[src/rtl/i2c_txn_arbiter.sv]
//==============================================================================
// Module : i2c_txn_arbiter
// Round-robin arbiter sharing one single-byte I2C master between NUM_REQ
// requesters. Optional macro I2C_ARB_TIMEOUT_EN adds a launch-to-done watchdog.
// Rev    : 1.0  initial release
//==============================================================================
`default_nettype none

module i2c_txn_arbiter #(
  parameter int NUM_REQ        = 4,
  parameter int TIMEOUT_CYCLES = 1024
) (
  input  logic                 clk_400,
  input  logic                 rst_n,
  input  logic [NUM_REQ-1:0]   req,
  input  logic [NUM_REQ-1:0]   req_rw,
  input  logic [7*NUM_REQ-1:0] req_addr,
  input  logic [8*NUM_REQ-1:0] req_wdata,
  output logic [NUM_REQ-1:0]   grant,
  output logic [NUM_REQ-1:0]   rsp_valid,
  output logic [7:0]           rsp_rdata,
  output logic                 rsp_err,
  output logic                 m_start_txn,
  output logic                 m_rw,
  output logic [6:0]           m_sub_addr,
  output logic [7:0]           m_data_in,
  input  logic [7:0]           m_data_out,
  input  logic                 m_data_ready,
  input  logic                 m_busy,
  input  logic                 m_done
);

  localparam int SEL_W = (NUM_REQ > 1) ? $clog2(NUM_REQ) : 1;

  typedef enum logic [2:0] {
    S_IDLE      = 3'd0,
    S_LAUNCH    = 3'd1,
    S_WAIT_BUSY = 3'd2,
    S_WAIT_DONE = 3'd3,
    S_RESPOND   = 3'd4,
    S_RELEASE   = 3'd5
  } state_t;

  state_t           state_q, state_d;
  logic [SEL_W-1:0] sel_q, sel_d;
  logic [SEL_W-1:0] last_q, last_d;
  logic             rw_q, rw_d;
  logic [6:0]       addr_q, addr_d;
  logic [7:0]       wdata_q, wdata_d;
  logic [7:0]       rdata_q, rdata_d;
  logic             timeout_w;
  logic             err_w;

  // Elaboration-time guard on the supported configuration range
  if (NUM_REQ < 2 || NUM_REQ > 8 || TIMEOUT_CYCLES < 2) begin : g_param_check
    $error("i2c_txn_arbiter: parameter out of supported range");
  end

  logic [6:0] addr_arr  [NUM_REQ];
  logic [7:0] wdata_arr [NUM_REQ];

  for (genvar g = 0; g < NUM_REQ; g++) begin : g_unpack
    assign addr_arr[g]  = req_addr[7*g +: 7];
    assign wdata_arr[g] = req_wdata[8*g +: 8];
  end

  // Scan starts just after the last winner so the winner drops to lowest priority
  logic [SEL_W-1:0] cand;
  logic [SEL_W-1:0] pick;
  logic             found;

  always_comb begin
    cand  = '0;
    pick  = '0;
    found = 1'b0;
    for (int i = 1; i <= NUM_REQ; i++) begin
      cand = SEL_W'((int'(last_q) + i) % NUM_REQ);
      if (!found && req[cand]) begin
        pick  = cand;
        found = 1'b1;
      end
    end
  end

`ifdef I2C_ARB_TIMEOUT_EN
  localparam int CNT_W = $clog2(TIMEOUT_CYCLES) + 1;

  logic [CNT_W-1:0] cnt_q, cnt_d;
  logic             err_q, err_d;
  logic             in_wait;

  assign in_wait = (state_q == S_WAIT_BUSY) || (state_q == S_WAIT_DONE);
  // A done in the same cycle as expiry still counts as a normal completion
  assign timeout_w = in_wait && !m_done && (cnt_d == CNT_W'(TIMEOUT_CYCLES - 1));
  assign err_w     = err_q;

  always_comb begin
    cnt_d = cnt_q;
    err_d = err_q;
    if (state_q == S_LAUNCH) begin
      cnt_d = '0;
      err_d = 1'b0;
    end else if (in_wait) begin
      cnt_d = cnt_q + 1'b1;
      if (timeout_w) err_d = 1'b1;
    end
  end

  always_ff @(posedge clk_400 or negedge rst_n) begin
    if (!rst_n) begin
      cnt_q <= '0;
      err_q <= 1'b0;
    end else begin
      cnt_q <= cnt_d;
      err_q <= err_d;
    end
  end
`else
  assign timeout_w = 1'b0;
  assign err_w     = 1'b0;
`endif

  always_comb begin
    state_d = state_q;
    sel_d   = sel_q;
    last_d  = last_q;
    rw_d    = rw_q;
    addr_d  = addr_q;
    wdata_d = wdata_q;
    rdata_d = rdata_q;
    case (state_q)
      S_IDLE: begin
        if (found) begin
          sel_d   = pick;
          rw_d    = req_rw[pick];
          addr_d  = addr_arr[pick];
          wdata_d = wdata_arr[pick];
          state_d = S_LAUNCH;
        end
      end
      S_LAUNCH: begin
        last_d  = sel_q;
        rdata_d = '0;
        state_d = S_WAIT_BUSY;
      end
      S_WAIT_BUSY: begin
        if (timeout_w)   state_d = S_RESPOND;
        else if (m_busy) state_d = S_WAIT_DONE;
      end
      S_WAIT_DONE: begin
        if (m_data_ready)         rdata_d = m_data_out;
        if (m_done || timeout_w)  state_d = S_RESPOND;
      end
      S_RESPOND: state_d = S_RELEASE;
      // Hold the command fields until the master is fully idle again
      S_RELEASE: if (!m_done && !m_busy) state_d = S_IDLE;
      default:   state_d = S_IDLE;
    endcase
  end

  always_ff @(posedge clk_400 or negedge rst_n) begin
    if (!rst_n) begin
      state_q <= S_IDLE;
      sel_q   <= '0;
      last_q  <= SEL_W'(NUM_REQ - 1);
      rw_q    <= 1'b0;
      addr_q  <= '0;
      wdata_q <= '0;
      rdata_q <= '0;
    end else begin
      state_q <= state_d;
      sel_q   <= sel_d;
      last_q  <= last_d;
      rw_q    <= rw_d;
      addr_q  <= addr_d;
      wdata_q <= wdata_d;
      rdata_q <= rdata_d;
    end
  end

  always_comb begin
    grant       = '0;
    rsp_valid   = '0;
    m_start_txn = 1'b0;
    rsp_rdata   = 8'h00;
    rsp_err     = 1'b0;
    if (state_q == S_LAUNCH) begin
      grant[sel_q] = 1'b1;
      m_start_txn  = 1'b1;
    end
    if (state_q == S_RESPOND) begin
      rsp_valid[sel_q] = 1'b1;
      rsp_rdata        = (rw_q && !err_w) ? rdata_q : 8'h00;
      rsp_err          = err_w;
    end
  end

  assign m_rw       = rw_q;
  assign m_sub_addr = addr_q;
  assign m_data_in  = wdata_q;

endmodule

`default_nettype wire

[config.mk]
export PLATFORM = sky130hd
export DESIGN_NAME = i2c_txn_arbiter
export DESIGN_NICKNAME = d
export VERILOG_FILES = /design/src/rtl/i2c_txn_arbiter.sv
export SDC_FILE = /design/constraint.sdc
export NUM_CORES = 1
export LEC_CHECK = 0
export CORE_MARGIN = 2
export CORE_UTILIZATION = 40
export CTS_CLUSTER_DIAMETER = 100
export CTS_CLUSTER_SIZE = 12
export DETAILED_ROUTE_END_ITERATION = 6
export PLACE_DENSITY = 0.82
export SKIP_LAST_GASP = 1
export SLEW_MARGIN = 20
export SYNTH_ARGS = -nofsm -noshare
export SYNTH_HDL_FRONTEND = slang
export SYNTH_SLANG_ARGS = --single-unit
[constraint.sdc]
create_clock -name clk_400 -period 2.15 [get_ports clk_400]
set_clock_uncertainty 0.2 [all_clocks]
set_input_delay 0.43 -clock clk_400 [delete_from_list [all_inputs] [get_ports clk_400]]
set_output_delay 0.43 -clock clk_400 [all_outputs]
set_load 0.02 [all_outputs]
==> flow_metrics.env, run 1 <==
export IMPL_crit_family="buffers and inverters"
export IMPL_crit_buf_inv=3
export IMPL_yosys_warnings=0
export IMPL_netlist_area_um2=2220
export IMPL_max_cap_violations=0
export IMPL_grt_ovfl_total=0
export IMPL_switchingPower_w=0.00163
export IMPL_hold_viol=0
export IMPL_p_comb_share_pct=61.2
export IMPL_slew_viol_final=0
export IMPL_grt_max_degree=20
export IMPL_htree_levels=2
export IMPL_ant_nets=0
export IMPL_max_freq_mhz=481
export IMPL_ioPinCount=115
export IMPL_path_class="reg2out"
export IMPL_clock_path_buffers=2
export IMPL_total_power_w=0.00395
export IMPL_syn_to_final_growth_pct=62.7
export IMPL_p_sw_share_pct=41.3
export IMPL_synth_main_ff_cell="dfrtp_1"
export IMPL_die_height_um=78.5
export IMPL_insertion_delay_ns=0.28
export IMPL_rsz0062_at_grt="true"
export IMPL_cts_buffers=5
export IMPL_clk_pin_slew_ns=0.06
export IMPL_p_leak_nw=1.57
export IMPL_status="finished clean"
export IMPL_synth_area_leaders="dfrtp_1 33%, mux2i_1 7.2%, and4_1 6.3%"
export IMPL_grt_antenna_before_repair=0
export IMPL_syn_nets=314
export IMPL_wl_um=6710
export IMPL_grt_pass1_vias=2349
export IMPL_grt_first_pass_wirelength_um=10900
export IMPL_core_area_um2=5440
export IMPL_crit_slowest_cell="dfrtp_1"
export IMPL_antenna_cells=0
export IMPL_drtPass1Iterations=4
export IMPL_dr_first_iter_drc_count=124
export IMPL_cts_root_buffer="clkbuf_8"
export IMPL_crit_chain="buf_4 -> inv_1 -> nand2b_4 -> nor2_2 -> clkdlybuf4s15_2"
export IMPL_p_per_area_nw_per_um2=1090
export IMPL_ir_worst_vdd_mv=0.630
export IMPL_drive_above_1_share_pct=19.0
export IMPL_yosysSeqAreaShare_pct=35.1
export IMPL_rows=27
export IMPL_syn_inst=233
export IMPL_end_kind="output port"
export IMPL_hp_class="in2async"
export IMPL_fin_crit_ns=2.08
export IMPL_design_die_area_um2=6160
export IMPL_die_x_um=78.5
export IMPL_min_period_over_period_pct=96.7
export IMPL_yosys_area_top_type="dfrtp_1"
export IMPL_final_setup_tns_ns=0
export IMPL_async_flop_share_pct=100
export IMPL_crit_fanout=12
export IMPL_tritoncts="built"
export IMPL_clockPowerShare_pct=11.0
export IMPL_slowest_delay_ns=0.39
export IMPL_synth_seq_cells=31
export IMPL_fin_cells=430
export IMPL_synth_edf_count=0
export IMPL_dp_cells=421
export IMPL_worst_ep_arrival_time_ns=1.45
export IMPL_num_vias=2357
export IMPL_dpl_hpwl_um=5090
export IMPL_avgSynthCellArea_um2=9.52
export IMPL_post_place_ws_ns=-0.324
export IMPL_gp_congestion=0.884
export IMPL_synth_cell_types=39
export IMPL_p_int_w=0.00232
export IMPL_grtUsageTotal_pct=22.7
export IMPL_io_buffer_count=113
export IMPL_synth_top_area_share_pct=32.7
export IMPL_setup_violations=0
export IMPL_start_util_pct=40.8
export IMPL_cts_sinks=31
export IMPL_seqPwrFrac_pct=27.8
export IMPL_routedWlPerCell_um=15.6
export IMPL_remaining_drc_errors=0
export IMPL_cp_start_kind="flop"
export IMPL_fin_ws_ns=0.0700
export IMPL_critPathRequiredTime_ns=1.52
export IMPL_layout_nets=438
export IMPL_via_per_inst=5.48
-- metrics by stage --
stage	cell area (um2)	hold slack [ns]	utilization [%]
final	3610	0.233	66.3
after global routing	3610	0.243	66.3
after CTS	3600	0.238	66.3
after detailed placement	3500	0.291	64.3
after global placement	3500	0.281	64.3
after floorplan	2220	-0.0656	-
-- repair_timing --
item                                    CTS  global route
endpoints found under the setup margin   26            32
setup buffers                             1             0
hold endpoints to repair                  0             0
gates resized for setup                  37            23
hold buffers                              0             0
-- cell families after synthesis --
family / share of synthesized area [%]
DFF: 35.1
AOI/OAI and AO/OA: 27.8
and+or+nand+nor: 22.7
buffers and inverters: 6.03
muxes: 8.23
other: 0.169
-- power groups by stage --
| stage | Sequential [W] | Combinational [W] | Clock, W |
|---|---|---|---|
| floorplan | 0.00121 | 0.00133 | 0 |
| global placement | 0.00109 | 0.00234 | 0 |
| detailed placement | 0.00109 | 0.00239 | 0 |
| CTS | 0.00109 | 0.00241 | 0.000445 |
| global route | 0.00113 | 0.00262 | 0.000468 |
| finish | 0.00110 | 0.00242 | 0.000433 |
-- path summary, 6_finish.rpt --
check	start	to	slack, ns	cells after the start
worst max-delay path	state_q[1]	grant[2]	0.07	5
worst min-delay path	rst_n	m_data_in[2]	0.23	1
worst max register to register	state_q[0]	m_data_in[0]	0.11	6
worst min register to register	m_sub_addr[5]	m_sub_addr[5]	0.30	2
max in group asynchronous	rst_n	m_sub_addr[4]	0.99	2
min in group clk_400	m_sub_addr[5]	m_sub_addr[5]	0.30	2
-- cells in the mapped netlist (3+ instances only) --
library cell  count
nand2b_1          6
o31a_1           16
mux2i_1          16
clkbuf_1          8
o21ai_1          10
nor2_1           11
dfrtp_1          29
o211ai_1          7
nor3_1            5
and4_1           16
o21a_1            3
nor2b_1           3
nand2_1          27
and2_1            8
o211ai_2          9
a22o_1           14
o21ai_0          13
buf_6             4
buf_2             3
-- cell usage in the layout (no fill, tap or decap), types with 4 or more instances in the layout --
cell and n:
nand2_1 27, buf_4 19, o21ai_0 13, nor3_1 4, and4_1 16, and2_1 8, clkdlybuf4s15_2 7, mux2i_1 16
dfrtp_1 29, nand2b_1 5, o21ai_1 10, a22o_1 14, o31a_1 16, nor2_1 9, clkbuf_8 5, clkbuf_2 5
clkdlybuf4s50_1 93, o211ai_1 7, o211ai_2 9
-- sequential cells by signal (all words and copies together) (netlist names) --
| signal | count |
|---|---|
| last_q | 2 |
| m_rw | 1 |
| rdata_q | 8 |
| sel_q | 2 |
| m_sub_addr | 7 |
| m_data_in | 8 |
| state_q | 3 |
-- area by class of cell --
type | instances | area [um2]
clock buffers | 7 | 76.3
repair buffers | 135 | 1310
fillers | 469 | 1830
clock inverters | 1 | 5.00
inverters | 3 | 11.3
flip-flops and latches | 31 | 778
multi-input cells | 181 | 1340
well taps | 72 | 90.1
-- layer usage --
layer  global-route usage (%)  vias to the layer above  share of wire [%]
li1                         -                     1124                  -
met1                     27.2                     1090                 40
met2                     37.7                      129                 48
met3                     7.47                       14                 10
met4                     9.30                        0                2.1
met5                        0                        -                  0
No activity file was read; power rests on OpenSTA's default activity.
==> run 2, diff against run 1 <==
- CORE_UTILIZATION: 40 -> 41
- CTS_BUF_LIST: default -> sky130_fd_sc_hd__clkbuf_8
- CTS_CLUSTER_SIZE: 12 -> default
- PLACE_DENSITY: 0.82 -> 0.84
- SETUP_SLACK_MARGIN: default -> 0.2
==> run 2 against run 1 <==
Die area down 2.3%. Clock power up 16%. Via count up 2.6%. Hold slack better by 0.065 ns. Wire length up 14%. Final cell count up 1.2%. Critical path type is now reg2reg. Count of clock-buffer cells in the layout unchanged. Sequential share of layout area down 1.5 points. Combinational power up 16%. Total power up 12%. Critical path depth up 2. First-iteration DRC count down 27%.
==> flow_metrics.env, run 2 (synthesis gave the netlist of run 1 again) <==
export IMPL_die_height_um=77.6
export IMPL_fin_crit_ns=2.04
export IMPL_crit_chain="buf_6 -> buf_8 -> or4_4 -> a21oi_4 -> buf_12 -> o21ai_1 -> o211ai_1"
export IMPL_fin_ws_ns=0.108
export IMPL_clock_path_buffers=2
export IMPL_startpoint="state_q[1]"
export IMPL_slew_viol_final=0
export IMPL_num_vias=2419
export IMPL_layout_commonest_cell="clkdlybuf4s50_1"
export IMPL_design_die_area_um2=6010
export IMPL_grtUsageTotal_pct=23.6
export IMPL_dpl_hpwl_um=5150
export IMPL_crit_family="simple AND/OR/NAND/NOR gates"
export IMPL_gp_congestion=0.814
export IMPL_slowest_delay_ns=0.47
export IMPL_drive_above_1_share_pct=30.4
export IMPL_seqPwrFrac_pct=25.1
export IMPL_dr_first_iter_drc_count=90
export IMPL_switchingPower_w=0.00185
export IMPL_crit_end="m_data_in[0]"
export IMPL_p_per_area_nw_per_um2=1140
export IMPL_crit_buf_inv=3
export IMPL_wl_um=7680
export IMPL_hp_class="reg2reg"
export IMPL_ctsHoldBuffers=0
export IMPL_end_kind="flop"
export IMPL_p_leak_nw=1.66
export IMPL_drtPass1Iterations=4
export IMPL_via_per_inst=5.56
export IMPL_tritoncts="built"
export IMPL_rsz0062_at_grt="true"
export IMPL_p_sw_share_pct=42.0
export IMPL_grt_first_pass_wirelength_um=11100
export IMPL_final_cell_mix="91 x clkdlybuf4s50_1, 29 x dfrtp_1, 26 x nand2_1, 26 x buf_4"
export IMPL_setup_violations=0
export IMPL_syn_to_final_growth_pct=74.9
export IMPL_r2r_slack_ns=0.11
export IMPL_worst_r2r_cell_count=7
export IMPL_clockPowerShare_pct=11.4
export IMPL_crit_fanout=8
export IMPL_insertion_delay_ns=0.28
export IMPL_grt_max_degree=32
export IMPL_max_cap_violations=0
export IMPL_crit_slowest_cell="or4_4"
export IMPL_crit_cells=7
export IMPL_worst_ep_arrival_time_ns=2.03
export IMPL_cp_start_kind="flop"
export IMPL_die_x_um=77.6
export IMPL_cts_sinks=31
export IMPL_remaining_drc_errors=0
export IMPL_grt_ovfl_total=0
export IMPL_ioPinCount=115
export IMPL_r2r_start="state_q[1]"
export IMPL_status="finished clean"
export IMPL_clk_pin_slew_ns=0.07
export IMPL_ant_nets=0
export IMPL_r2r_end="m_data_in[0]"
export IMPL_total_power_w=0.00441
export IMPL_ir_worst_vdd_mv=0.488
export IMPL_p_comb_share_pct=63.5
export IMPL_antenna_cells=0
export IMPL_layout_nets=445
export IMPL_cts_buffers=5
export IMPL_hp_start="m_sub_addr[1]"
export IMPL_max_freq_mhz=490
export IMPL_post_place_ws_ns=-0.333
export IMPL_p_int_w=0.00256
export IMPL_min_period_over_period_pct=95.0
export IMPL_path_class="reg2reg"
export IMPL_io_buffer_count=113
export IMPL_htree_levels=2
export IMPL_rows=26
export IMPL_critPathRequiredTime_ns=2.13
export IMPL_cts_root_buffer="clkbuf_8"
export IMPL_routedWlPerCell_um=17.6
export IMPL_grt_antenna_before_repair=0
export IMPL_start_util_pct=42.9
export IMPL_hold_viol=0
export IMPL_grt_pass1_vias=2345
export IMPL_core_area_um2=5170
-- run 2: repair_timing --
item / 4_1_cts / 5_1_grt
gates cloned: 1 / 1
pin swaps: 7 / 14
setup buffers: 0 / 5
hold endpoints to repair: 0 / 0
setup endpoints to repair: 36 / 35
gates resized for setup: 108 / 58
-- run 2: how the worst min path moves through the flow --
stage,endpoint,cells after the start
after detailed placement,m_sub_addr[1],2
after CTS,m_sub_addr[4],2
final,m_sub_addr[1],2
after global routing,m_sub_addr[3],2
after floorplan,m_data_in[0],0
after global placement,m_sub_addr[4],2
-- run 2: stage by stage --
step | cells | TNS [ns] | instance area (um2) | utilization, % | hold WS (ns)
2_1_floorplan | 233 | 0 | 2220 | - | -0.0656
3_3_place_gp | 420 | -4.26 | 3500 | 67.8 | 0.280
3_5_place_dp | 420 | -5.35 | 3500 | 67.8 | 0.287
4_1_cts | 429 | 0 | 3650 | 70.5 | 0.301
5_1_grt | 435 | 0 | 3880 | 75.0 | 0.329
6_report | 435 | 0 | 3880 | 75.0 | 0.299
-- run 2: area by class of cell --
class	instances	area, um2
repair buffers	141	1390
clock inverters	1	3.75
inverters	3	11.3
flip-flops and latches	31	778
clock buffers	7	96.3
well taps	70	87.6
multi-input cells	182	1510
fillers	366	1290
-- run 2: tightest hold or removal path, stage by stage, from the launching register on --
cell and delay (ns):
dfrtp_1 0.34, nand2_1 0.06, o211ai_2 0.06
-- run 2: routing by layer --
layer	share of wire (%)	vias to the layer above	wire (um)	global-route usage (%)
met1	38	1123	2940	26.8
met5	0	-	0	0
met4	2.7	0	209	8.75
met3	8.5	20	649	7.79
li1	-	1136	-	-
met2	50	140	3880	41.0
-- run 2: power groups by stage --
| stage | logic, W | registers [W] | clock network (W) |
|---|---|---|---|
| 5_1_grt | 0.00300 | 0.00114 | 0.000538 |
| 3_3_place_gp | 0.00237 | 0.00106 | 0 |
| 4_1_cts | 0.00249 | 0.00107 | 0.000508 |
| 3_5_place_dp | 0.00242 | 0.00107 | 0 |
| 2_1_floorplan | 0.00133 | 0.00121 | 0 |
| 6_report | 0.00280 | 0.00111 | 0.000503 |
==> run 3, diff against run 2 <==
- CORE_UTILIZATION: 41 -> 44
- PLACE_DENSITY: 0.84 -> 0.89
- clock period: 2.15 -> 2.4 ns (I/O delays scaled with it)
==> run 3 against run 2 <==
Global-route usage decreased by 0.20 points. Worst setup slack gained 0.13 ns. Design area fell by 6.9%. Final cell count decreased by 2.5%. Non-clock buffer count decreased by 7. Utilization grew 0.44 points. Critical path depth shrank 3. Die area down 6.5%. Via count shrank 3.6%. Clock power is 18% lower. Sequential power down 12%. Combinational power shrank 22%. Largest power group unchanged.
==> flow_metrics.env, run 3 (synthesis gave the netlist of run 1 again) <==
export IMPL_wl_um=6880
export IMPL_hold_viol=0
export IMPL_fin_crit_ns=2.16
export IMPL_rows=25
export IMPL_m1WireLength_um=2830
export IMPL_layout_commonest_cell="clkdlybuf4s50_1"
export IMPL_min_period_over_period_pct=90.0
export IMPL_insertion_delay_ns=0.28
export IMPL_cp_start_kind="flop"
export IMPL_ant_nets=0
export IMPL_hold_depth=2
export IMPL_dr_first_iter_drc_count=117
export IMPL_worst_r2r_cell_count=6
export IMPL_end_kind="output port"
export IMPL_seq_area_um2=778
export IMPL_path_class="reg2out"
export IMPL_rsz0062_at_grt="true"
export IMPL_hp_class="reg2reg"
export IMPL_crit_family="simple AND/OR/NAND/NOR gates"
export IMPL_critPathRequiredTime_ns=1.72
export IMPL_die_height_um=75.0
export IMPL_gp_congestion=0.853
export IMPL_multi_input_area_um2=1360
export IMPL_grt_max_degree=32
export IMPL_hp_start="m_data_in[5]"
export IMPL_crit_slowest_cell="dfrtp_1"
export IMPL_via_per_inst=5.50
export IMPL_status="finished clean"
export IMPL_dp_cells=415
export IMPL_cts_sinks=31
export IMPL_die_x_um=75.0
export IMPL_grt_ovfl_total=0
export IMPL_io_buffer_count=113
export IMPL_crit_chain="nor2_2 -> and3_4 -> and2_1 -> clkdlybuf4s15_2"
export IMPL_crit_buf_inv=1
export IMPL_cts_root_buffer="clkbuf_8"
export IMPL_design_die_area_um2=5630
export IMPL_clock_path_buffers=2
export IMPL_dpl_hpwl_um=5180
export IMPL_grt_first_pass_wirelength_um=10200
export IMPL_antenna_cells=0
export IMPL_layout_nets=438
export IMPL_wl_met3_um=462
export IMPL_slowest_delay_ns=0.41
export IMPL_grt_pass1_vias=2192
export IMPL_r2r_slack_ns=0.31
export IMPL_syn_to_final_growth_pct=62.8
export IMPL_dr_wl_met2_um=3510
export IMPL_grt_antenna_before_repair=0
export IMPL_ir_worst_vdd_mv=0.510
export IMPL_min_to="m_data_in[5]"
export IMPL_ioPinCount=115
export IMPL_htree_levels=2
export IMPL_r2r_start="last_q[0]"
export IMPL_final_cell_mix="92 x clkdlybuf4s50_1, 29 x dfrtp_1, 27 x nand2_1"
export IMPL_top_layer="met4"
export IMPL_r2r_end="m_sub_addr[1]"
export IMPL_max_cap_violations=0
export IMPL_p_per_area_nw_per_um2=989
export IMPL_drtPass1Iterations=5
export IMPL_routedWlPerCell_um=16.2
export IMPL_core_area_um2=4790
export IMPL_grtUsageTotal_pct=23.4
export IMPL_crit_fanout=8
export IMPL_clk_pin_slew_ns=0.06
export IMPL_p_leak_nw=1.58
export IMPL_fin_hold_ws_ns=0.299
export IMPL_slew_viol_final=0
export IMPL_cts_buffers=5
export IMPL_fillerInstances=351
export IMPL_max_freq_mhz=463
export IMPL_tritoncts="built"
export IMPL_start_util_pct=46.4
export IMPL_num_vias=2332
export IMPL_drive_above_1_share_pct=20.2
export IMPL_remaining_drc_errors=0
export IMPL_post_cts_buffers=0
export IMPL_setup_violations=0
export IMPL_worst_ep_arrival_time_ns=1.48
export IMPL_fin_cells=424
==> run 3: worst max-delay path by stage <==
stage                     from             to  slack, ns  cells after the start
floorplan           state_q[2]       grant[0]       0.43                      4
global placement        req[0]   m_data_in[0]      -0.07                      5
detailed placement      req[0]  m_sub_addr[3]      -0.11                      7
CTS                 state_q[0]   rsp_rdata[5]       0.11                      4
global route        state_q[0]   rsp_rdata[4]       0.18                      4
finish              state_q[0]   rsp_rdata[1]       0.24                      4
==> run 3: timing repair <==
action,4_1_cts,5_1_grt
resized for setup,37,33
endpoints found under the setup margin,29,33
pin swaps,0,1
hold buffers,0,0
hold endpoints to repair,0,0
cloned,0,2
==> run 3: metal layers <==
layer / track usage (%) / up-vias
met1: 30.1 / 1101
met5: 0 / -
met4: 4.17 / 0
met2: 41.4 / 101
li1: - / 1124
met3: 4.15 / 6
==> run 3: where the power goes <==
group          internal, W  switching (W)  total, W
sequential        0.000778       0.000204  0.000982
clock             0.000225       0.000186  0.000411
combinational      0.00109        0.00109   0.00218
total              0.00210        0.00148   0.00357
==> run 3: worst reg2reg max path: stages (launching register included) <==
cell and delay, ns:
dfstp_2 0.58, nor2b_4 0.05, o21a_2 0.24, nor3_4 0.34, clkbuf_16 0.23, mux2i_1 0.22
o211ai_2 0.10
==> run 3: metrics by stage <==
stage / setup TNS (ns) / worst slack (ns) / power, W / utilization, % / cell area (um2)
CTS: 0 / 0.110 / 0.00347 / 74.8 / 3580
finish: 0 / 0.240 / 0.00357 / 75.5 / 3610
global route: 0 / 0.181 / 0.00380 / 75.5 / 3610
detailed placement: -1.54 / -0.111 / 0.00307 / 72.8 / 3490
floorplan: 0 / 0.434 / 0.00228 / - / 2220
global placement: -0.963 / -0.0737 / 0.00300 / 72.8 / 3490
==> run 3: final cells by class <==
class / count / share of cell area [%]
multi-input cells: 182 / 37.6
well taps: 67 / 2.32
flip-flops and latches: 31 / 21.6
inverters: 3 / 0.312
repair buffers: 134 / 35.8
clock buffers: 6 / 2.29
clock inverters: 1 / 0.139
